==> src/rtl/mem_arbiter_pkg.sv <==
// Shared types and constants for the three-requester memory arbiter.
package mem_arbiter_pkg;

  typedef enum logic [1:0] {
    REQ_DATA = 2'd0,
    REQ_INST = 2'd1,
    REQ_DMA  = 2'd2
  } req_e;

  localparam logic [7:0] MMIO_PAGE = 8'h7f;

  typedef logic [15:0] word_t;
  typedef logic [1:0]  be_t;

endpackage

==> src/rtl/mem_arbiter_prio.sv <==
// Fixed-priority selector (data > inst > DMA) with per-requester starvation promotion.
module mem_arbiter_prio
  import mem_arbiter_pkg::*;
#(
  parameter int STARVE_LIMIT = 4
) (
  input  logic       clk,
  input  logic       i_rst_n,
  input  logic [2:0] i_req,
  output logic [2:0] o_gnt
);

  localparam int CNT_W = $clog2(STARVE_LIMIT + 1);
  localparam logic [CNT_W-1:0] LIMIT = CNT_W'(STARVE_LIMIT);

  logic [CNT_W-1:0] r_cnt [3];
  logic [2:0]       w_starved;
  logic [2:0]       w_pool;
  logic [2:0]       w_sel;

  // Starved requesters form the candidate pool; ties inside it fall back to default order.
  always_comb begin
    w_starved = '0;
    for (int unsigned k = 0; k < 3; k++) begin
      w_starved[k] = i_req[k] && (r_cnt[k] >= LIMIT);
    end
    w_pool = (|w_starved) ? w_starved : i_req;
    w_sel  = '0;
    if (w_pool[REQ_DATA])      w_sel[REQ_DATA] = 1'b1;
    else if (w_pool[REQ_INST]) w_sel[REQ_INST] = 1'b1;
    else if (w_pool[REQ_DMA])  w_sel[REQ_DMA]  = 1'b1;
  end

  assign o_gnt = i_rst_n ? w_sel : '0;

  always_ff @(posedge clk or negedge i_rst_n) begin
    if (!i_rst_n) begin
      for (int unsigned k = 0; k < 3; k++) r_cnt[k] <= '0;
    end else begin
      for (int unsigned k = 0; k < 3; k++) begin
        if (!i_req[k] || o_gnt[k]) r_cnt[k] <= '0;
        else if (r_cnt[k] < LIMIT)  r_cnt[k] <= r_cnt[k] + 1'b1;
      end
    end
  end

endmodule

==> src/rtl/mem_arbiter.sv <==
// Single-port memory arbiter for CPU data, CPU fetch and DMA requesters.
// Define MEM_ARBITER_MMIO_EN to steer page 8'h7f accesses to the io_* port.
module mem_arbiter
  import mem_arbiter_pkg::*;
#(
  parameter int ADDR_W       = 16,
  parameter int DATA_W       = 16,
  parameter int STARVE_LIMIT = 4
) (
  input  logic              clk,
  input  logic              rst,
  input  logic              d_req,
  input  logic [ADDR_W-1:0] d_addr,
  input  be_t               d_we,
  input  logic [DATA_W-1:0] d_wdata,
  output logic              d_gnt,
  output logic              d_rvalid,
  output logic [DATA_W-1:0] d_rdata,
  input  logic              i_req,
  input  logic [ADDR_W-1:0] i_addr,
  output logic              i_gnt,
  output logic              i_rvalid,
  output logic [DATA_W-1:0] i_rdata,
  input  logic              m_req,
  input  logic [ADDR_W-1:0] m_addr,
  input  be_t               m_we,
  input  logic [DATA_W-1:0] m_wdata,
  output logic              m_gnt,
  output logic              m_rvalid,
  output logic [DATA_W-1:0] m_rdata,
  output logic              mem_en,
  output logic [ADDR_W-1:0] mem_addr,
  output be_t               mem_we,
  output logic [DATA_W-1:0] mem_wdata,
`ifdef MEM_ARBITER_MMIO_EN
  output logic              io_en,
  output logic [ADDR_W-1:0] io_addr,
  output be_t               io_we,
  output logic [DATA_W-1:0] io_wdata,
  input  logic [DATA_W-1:0] io_rdata,
`endif
  input  logic [DATA_W-1:0] mem_rdata
);

  logic [2:0]        w_req;
  logic [2:0]        w_gnt;
  logic [ADDR_W-1:0] w_addr;
  be_t               w_we;
  logic [DATA_W-1:0] w_wdata;
  logic              w_any;
  logic              w_io;
  logic              w_rd;
  logic [DATA_W-1:0] w_rsrc;
  logic [2:0]        r_rvalid;

  assign w_req[REQ_DATA] = d_req;
  assign w_req[REQ_INST] = i_req;
  assign w_req[REQ_DMA]  = m_req;

  mem_arbiter_prio #(
    .STARVE_LIMIT(STARVE_LIMIT)
  ) u_prio (
    .clk    (clk),
    .i_rst_n(rst),
    .i_req  (w_req),
    .o_gnt  (w_gnt)
  );

  always_comb begin
    w_addr  = '0;
    w_we    = '0;
    w_wdata = '0;
    if (w_gnt[REQ_DATA]) begin
      w_addr  = d_addr;
      w_we    = d_we;
      w_wdata = d_wdata;
    end else if (w_gnt[REQ_INST]) begin
      w_addr  = i_addr;
    end else if (w_gnt[REQ_DMA]) begin
      w_addr  = m_addr;
      w_we    = m_we;
      w_wdata = m_wdata;
    end
  end

  assign w_any = |w_gnt;
  assign w_rd  = w_any && (w_we == 2'b00);

`ifdef MEM_ARBITER_MMIO_EN
  logic r_rd_io;

  assign w_io     = w_any && (w_addr[ADDR_W-1 -: 8] == MMIO_PAGE);
  assign io_en    = w_io;
  assign io_addr  = w_addr;
  assign io_we    = w_io ? w_we : '0;
  assign io_wdata = w_wdata;

  // Remembers which slave answers the read returning next cycle.
  always_ff @(posedge clk or negedge rst) begin
    if (!rst) r_rd_io <= 1'b0;
    else      r_rd_io <= w_io;
  end

  assign w_rsrc = r_rd_io ? io_rdata : mem_rdata;
`else
  assign w_io   = 1'b0;
  assign w_rsrc = mem_rdata;
`endif

  assign mem_en    = w_any && !w_io;
  assign mem_we    = mem_en ? w_we : '0;
  assign mem_addr  = w_addr;
  assign mem_wdata = w_wdata;

  assign d_gnt = w_gnt[REQ_DATA];
  assign i_gnt = w_gnt[REQ_INST];
  assign m_gnt = w_gnt[REQ_DMA];

  always_ff @(posedge clk or negedge rst) begin
    if (!rst) r_rvalid <= '0;
    else      r_rvalid <= w_rd ? w_gnt : '0;
  end

  assign d_rvalid = r_rvalid[REQ_DATA];
  assign i_rvalid = r_rvalid[REQ_INST];
  assign m_rvalid = r_rvalid[REQ_DMA];

  assign d_rdata = r_rvalid[REQ_DATA] ? w_rsrc : '0;
  assign i_rdata = r_rvalid[REQ_INST] ? w_rsrc : '0;
  assign m_rdata = r_rvalid[REQ_DMA]  ? w_rsrc : '0;

endmodule

==> config.mk <==
export PLATFORM = sky130hd
export DESIGN_NAME = mem_arbiter
export DESIGN_NICKNAME = d
export VERILOG_FILES = /design/src/rtl/mem_arbiter_pkg.sv /design/src/rtl/mem_arbiter_prio.sv /design/src/rtl/mem_arbiter.sv
export SDC_FILE = /design/constraint.sdc
export NUM_CORES = 1
export LEC_CHECK = 0
export CORE_MARGIN = 2
export CORE_UTILIZATION = 29
export CTS_BUF_LIST = sky130_fd_sc_hd__clkbuf_8
export DETAILED_ROUTE_END_ITERATION = 12
export PLACE_DENSITY = 0.94
export SYNTH_ARGS = -nofsm -noshare
export SYNTH_HDL_FRONTEND = slang
export SYNTH_HIERARCHICAL = 1
export SYNTH_SLANG_ARGS = --single-unit
==> constraint.sdc <==
create_clock -name clk -period 2.3 [get_ports clk]
set_input_delay 0.46 -clock clk [delete_from_list [all_inputs] [get_ports clk]]
set_output_delay 0.46 -clock clk [all_outputs]
set_load 0.01 [all_outputs]
### Word-level counts from Yosys, hierarchy flattened

Cells that the tools add are included.

| storage, ports and cells | value |
|---|---|
| logic and storage cells | 56 |
| register bits after elaboration | 12 |
| output and inout port bits | 89 |

| operators by class | value |
|---|---|
| add/sub/neg operators | 3 |
| magnitude comparators | 6 |
| multiplexer cells | 27 |
| reductions and logical operators | 16 |

Operators with widths:

| operator | number |
|---|---|
| 16-bit two-way mux | 9 |
| 3-bit two-way mux | 9 |
| 2-bit two-way mux | 5 |
| 3-bit by 1-bit adder with 3-bit output, second input constant | 3 |
| 3-bit >= comparator, second input constant | 3 |
| 3-bit < comparator, second input constant | 3 |
| 2-bit nonzero test | 3 |
| 3-bit OR reduction | 2 |
| 1-bit logical AND | 4 |
| 1-bit two-way mux | 4 |
| 1-bit zero test | 3 |
| 1-bit logical OR | 3 |
| 2-bit zero test | 1 |

### Logic depth before layout (Yosys ltp)

| logic depth | value |
|---|---|
| word-level depth | 14 |
| gate-level depth with buffers | 9 |
| mapped depth without buffers | 5 |

### Modules after synthesis

Netlist, hierarchy kept.

By module, submodules not included:

| module | seq. area each (um^2) | times used | area an instance (um^2) | cells an instance |
|---|---|---|---|---|
| mem_arbiter | 75.1 | 1 | 1182.4 | 194 |
| mem_arbiter_prio | 225.2 | 1 | 554.3 | 58 |

### Worst setup path before layout

Ideal clock, no wire load.

| timing | value |
|---|---|
| path type | register to output |
| from | register u_prio/r_cnt[5] (netlist name) |
| to | output mem_addr[10] |
| data arrival time | 1760 ps |
| cell stages (with the launch flop) | 9 |
| data required time | 1840 ps |
| slack | 80 ps |
| path through | dfrtp_1 -> buf_6 -> nand2b_1 -> a2bb2oi_1 -> and3_1 -> buf_4 -> buf_2 -> nand3b_1 -> a21oi_1 |

| on the way | value |
|---|---|
| longest elaborated chain between the ends | 11 |

RTL lines:

| item | RTL line | RTL |
|---|---|---|
| from (decl) | mem_arbiter_prio.sv:16 | `logic [CNT_W-1:0] r_cnt [3];` |
| from (signal, indexed assignment) | mem_arbiter_prio.sv:41 | `if (!i_req[k] \|\| o_gnt[k]) r_cnt[k] <= '0;` |
| 3-bit >= comparator * | mem_arbiter_prio.sv:25 | `w_starved[k] = i_req[k] && (r_cnt[k] >= LIMIT);` |
| 1-bit logical AND * | mem_arbiter_prio.sv:25 |  |
| 3-bit OR reduction | mem_arbiter_prio.sv:27 | `w_pool = (\|w_starved) ? w_starved : i_req;` |
| 3-bit two-way mux * | mem_arbiter_prio.sv:27 |  |
| 1-bit two-way mux | mem_arbiter_prio.sv:31 | `else if (w_pool[REQ_DMA]) w_sel[REQ_DMA] = 1'b1;` |
| 1-bit two-way mux | mem_arbiter_prio.sv:30 | `else if (w_pool[REQ_INST]) w_sel[REQ_INST] = 1'b1;` |
| 2-bit two-way mux * | mem_arbiter_prio.sv:29 | `if (w_pool[REQ_DATA]) w_sel[REQ_DATA] = 1'b1;` |
| 3-bit two-way mux * | mem_arbiter_prio.sv:34 | `assign o_gnt = i_rst_n ? w_sel : '0;` |
| named net m_gnt | mem_arbiter.sv:28 | `output logic m_gnt,` |
| 16-bit two-way mux * | mem_arbiter.sv:79 | `end else if (w_gnt[REQ_DMA]) begin` |
| 16-bit two-way mux * | mem_arbiter.sv:77 | `end else if (w_gnt[REQ_INST]) begin` |
| 16-bit two-way mux * | mem_arbiter.sv:73 | `if (w_gnt[REQ_DATA]) begin` |
| to (decl) | mem_arbiter.sv:32 | `output logic [ADDR_W-1:0] mem_addr,` |

Mark *: on every way through the listed nets, which the timed path passes. The rest lies on a longest branch.

### Worst setup path after layout

| timing | value |
|---|---|
| from | input i_req |
| to | output mem_en |

| on the way | value |
|---|---|
| longest elaborated chain between the ends | 8 |

RTL lines:

| item | RTL line | RTL |
|---|---|---|
| from (decl) | mem_arbiter.sv:19 | `input logic i_req,` |
| 1-bit logical AND | mem_arbiter_prio.sv:25 |  |
| 3-bit OR reduction | mem_arbiter_prio.sv:27 |  |
| 3-bit two-way mux * | mem_arbiter_prio.sv:27 |  |
| 1-bit two-way mux | mem_arbiter_prio.sv:31 |  |
| 1-bit two-way mux | mem_arbiter_prio.sv:30 |  |
| 2-bit two-way mux | mem_arbiter_prio.sv:29 |  |
| 3-bit two-way mux * | mem_arbiter_prio.sv:34 |  |
| 3-bit OR reduction * | mem_arbiter.sv:86 | `assign w_any = \|w_gnt;` |
| to (decl) | mem_arbiter.sv:31 | `output logic mem_en,` |

Mark *: on every way between the ends. The rest lies on a longest branch, timed or not.

==> impl_metrics.yaml <==
yosys:
  synth_compound_gate_area_share: 0.228
  synth_sequential_area_ratio: 0.173
  postSynthNetCount: 360
  syn-instance-count: 252
  average_instance_area_after_synthesis_um2: 6.89
  synthesis.area_um2: 1740
  count_of_warnings_emitted_by_yosys: 6
  synth-edff-count: 0
  synth.ff_latch_count: 12
  yosys.area_share.xor_xnor: 0.0101
  synth_fa_ha_area_frac: 0.0216
  post_synth_mux_area_share: 0.0122
  largest_family_of_logic_cells_by_synthesized_area: "simple AND/OR/NAND/NOR gates"
  ys_types: 36
  yosys.area.top_type_share: 0.177
  postSynth.asyncResetShare: 1.00
  ys_top_cells_by_area: "sky130_fd_sc_hd__and2_1, sky130_fd_sc_hd__dfrtp_1, sky130_fd_sc_hd__a21oi_1, sky130_fd_sc_hd__nand2b_1, sky130_fd_sc_hd__nand3b_1"
  synth_simple_gate_area_share: 0.478
  synth.largest_area_cell: "sky130_fd_sc_hd__and2_1"
  synth_ff_type: "sky130_fd_sc_hd__dfrtp_1"
critical_path:
  path_delay_family: "buffers and inverters"
  crit_type: "in2out"
  worst-endpoint-arrival_ns: 2.00
  cp.buffers_inverters: 4
  setup.worst_path.start_class: "input pin"
  worst_path_largest_cell_delay_ns: 0.32
  cp.required_ns: 1.84
  crit_fanout: 9
  path_cells: "clkdlybuf4s15_1, a22oi_2, o21ai_2, and3_4, buf_6, buf_12, or3_1, buf_2"
  standard_cell_with_the_maximum_stage_delay_on_the_critical_path: "sky130_fd_sc_hd__a22oi_2"
  worst_setup_end_kind: "output pin"
grt:
  first_global_vias: 2730
  grt_pass1_wl_um: 12700
  grt_antenna_before_repair: 0
  grt_max_degree: 31
  grt_remaining_overflow: 0
  global_route.usage.total: 0.242
die:
  ioPinCount: 194
  std_cell_rows: 28
  floorplan.die.width_um: 81.4
  fp.dieArea_um2: 6620
  core_um2: 5850
  initial_core_utilization: 0.297
  die_height_um: 81.4
cells_and_area:
  antenna_cells: 0
  regArea_um2: 302
  design.final.nets: 593
  fraction_of_layout_instances_using_a_drive_strength_above_1: 0.362
  num-fill-cells: 385
  layout.cells.non_filler: 559
  multiInputGateArea_um2: 1720
  areaGrowthSynthToFinish_pct: 164
route:
  avgViaCountPerCell: 5.12
  detailroute.wirelength.met3_um: 725
  post-route-drc-count: 0
  met2WireLength_um: 5170
  dr.max_layer_used: "met4"
  route.vias.total: 2862
  drt-wirelength-per-cell_um: 17.0
  detail_route.iter0.violations: 130
  routed_wirelength_um: 9500
  met1Wirelength_um: 3310
  ant_nets: 0
  dr.pass1.iters: 4
pwr:
  pwr_density_cell_nw_per_um2: 260
  ir_worst_vdd_uv: 197
  power.leakage_nw: 1.95
clocking:
  cts-buffers-inserted: 3
  clockRootBuffer: "sky130_fd_sc_hd__clkbuf_8"
  tritoncts: "yes"
  cts_buffer_depth: 2
  clkSlewWorstSetupHoldPaths_ns: 0.06
  number_of_hold_repair_buffers_added_at_the_cts_stage: 0
  clock_tree.htree_level_count: 1
  worstSkewPairLatency_ns: 0.24
  cts.sink_count: 12
sta:
  hold_ws_ns: 0.338
  final_hold_viol_count: 0
  finalClockSkew_ns: 0.000598
  max_freq_ghz: 0.407
  timing.final.crit_share: 1.07
  setup_viol: 22
  slew_headroom: 0.729
  setup_ws_ns: -0.158
  worst_slew_pin_slew_ns: 0.407
  max_slew_violations: 0
  min_period_ns: 2.46
  grt_setup_unrepaired: "yes"
place:
  finalWeightedCongestion: 0.854
  detailed_place_hpwl_um: 6040
  numPlacedInstances: 522
  number_of_buffers_inserted_by_port_buffering: 193
run:
  drv.max_cap_violation_count: 0
outcome:
  failed_checks: "negative setup slack"
  status: "complete, but fails checks"
hold_path:
  worstHoldPathType: "in2async"
[cell type report]
class,instances,share of cell area
repair buffers,247,0.525
clock buffers,4,0.0120
well taps,75,0.0205
flip-flops and latches,12,0.0657
multi-input cells,218,0.374
inverters,3,0.00245
[layout by cell type (no fill, tap or decap), types with 3 or more instances in the layout]
master | synthesis | routed
sky130_fd_sc_hd__nor2b_1 | 17 | 4
sky130_fd_sc_hd__nand2b_1 | 22 | 6
sky130_fd_sc_hd__buf_12 | 0 | 5
sky130_fd_sc_hd__ha_1 | 3 | 3
sky130_fd_sc_hd__clkdlybuf4s50_1 | 0 | 151
sky130_fd_sc_hd__o21ai_0 | 12 | 3
sky130_fd_sc_hd__o21ai_1 | 11 | 7
sky130_fd_sc_hd__o21ai_2 | 0 | 13
sky130_fd_sc_hd__buf_6 | 4 | 7
sky130_fd_sc_hd__a21oi_2 | 0 | 17
sky130_fd_sc_hd__buf_4 | 2 | 32
sky130_fd_sc_hd__clkbuf_8 | 0 | 4
sky130_fd_sc_hd__nand2b_4 | 1 | 18
sky130_fd_sc_hd__nand2_1 | 24 | 18
sky130_fd_sc_hd__a21oi_1 | 37 | 18
sky130_fd_sc_hd__nand2_2 | 0 | 5
sky130_fd_sc_hd__clkbuf_16 | 0 | 4
sky130_fd_sc_hd__dlygate4sd2_1 | 0 | 3
sky130_fd_sc_hd__nor2b_4 | 0 | 12
sky130_fd_sc_hd__and2_1 | 49 | 49
sky130_fd_sc_hd__dfrtp_1 | 12 | 11
sky130_fd_sc_hd__nand3b_1 | 16 | 16
sky130_fd_sc_hd__buf_16 | 0 | 4
sky130_fd_sc_hd__buf_2 | 8 | 36
[report_power, final]
part           switching (mW)  internal, mW
sequential             0.0155         0.224
clock                  0.0860         0.152
combinational           0.281         0.436
[sequential cells by signal, summed over array words and instances, names as in the netlist]
| register | count |
|---|---|
| r_rvalid | 3 |
| u_prio/r_cnt | 9 |
[synthesized netlist by cell type, drive strengths merged (2+ instances only)]
cell type	count
nor2	4
clkbuf	6
a21oi	37
ha	3
buf	14
nand3	2
inv	3
and2	49
nor2b	17
o21ai	23
dfrtp	12
a211o	2
a22oi	2
nand2b	23
nand2	24
nand3b	16
[timing repair]
item / in CTS / in global routing
pin swaps: 11 / 19
setup buffers: 22 / 3
setup endpoints to repair: 38 / 39
hold endpoints to repair: 0 / 0
resized for setup: 183 / 81
cloned: 5 / 5
[final timing paths]
check | from | end | slack, ns | depth (start not counted)
worst min-delay path | rst | u_prio/r_cnt[7]$_DFFE_PN0P_ | 0.34 | 2
worst max register to register | u_prio/r_cnt[5]$_DFFE_PN0P_ | u_prio/r_cnt[2]$_DFFE_PN0P_ | 0.07 | 12
min in group clk | u_prio/r_cnt[6]$_DFFE_PN0P_ | u_prio/r_cnt[6]$_DFFE_PN0P_ | 0.53 | 1
max in group asynchronous | rst | u_prio/r_cnt[2]$_DFFE_PN0P_ | 1.72 | 3
worst max-delay path | i_req | mem_en | -0.16 | 8
worst min register to register | u_prio/r_cnt[6]$_DFFE_PN0P_ | u_prio/r_cnt[6]$_DFFE_PN0P_ | 0.53 | 1
[kinds of logic after synthesis]
| kind of cell | Yosys count |
|---|---|
| simple gates | 140 |
| compound gates | 70 |
| buf+inv | 23 |
| flops | 12 |
| fa+ha+maj | 3 |
| xor+xnor | 2 |
| mux | 2 |
[metal layers]
metal	track usage	vias to the layer above
li1	-	1319
met1	0.248	1336
met2	0.480	176
met3	0.0411	31
met4	0.0864	0
met5	0	-
[per-stage QoR]
stage,util,setup TNS [ns],area [µm²],setup slack (ns),power [mW]
2_1_floorplan,-,0,1740,0.0804,0.436
3_3_place_gp,0.661,-25.68,3860,-0.751,0.798
3_5_place_dp,0.661,-27.63,3860,-0.800,0.812
4_1_cts,0.707,-0.543,4140,-0.0652,1.08
5_1_grt,0.784,-3.46,4590,-0.209,1.25
6_report,0.784,-0.974,4590,-0.158,1.19
Power figures use the tool's default switching activity.
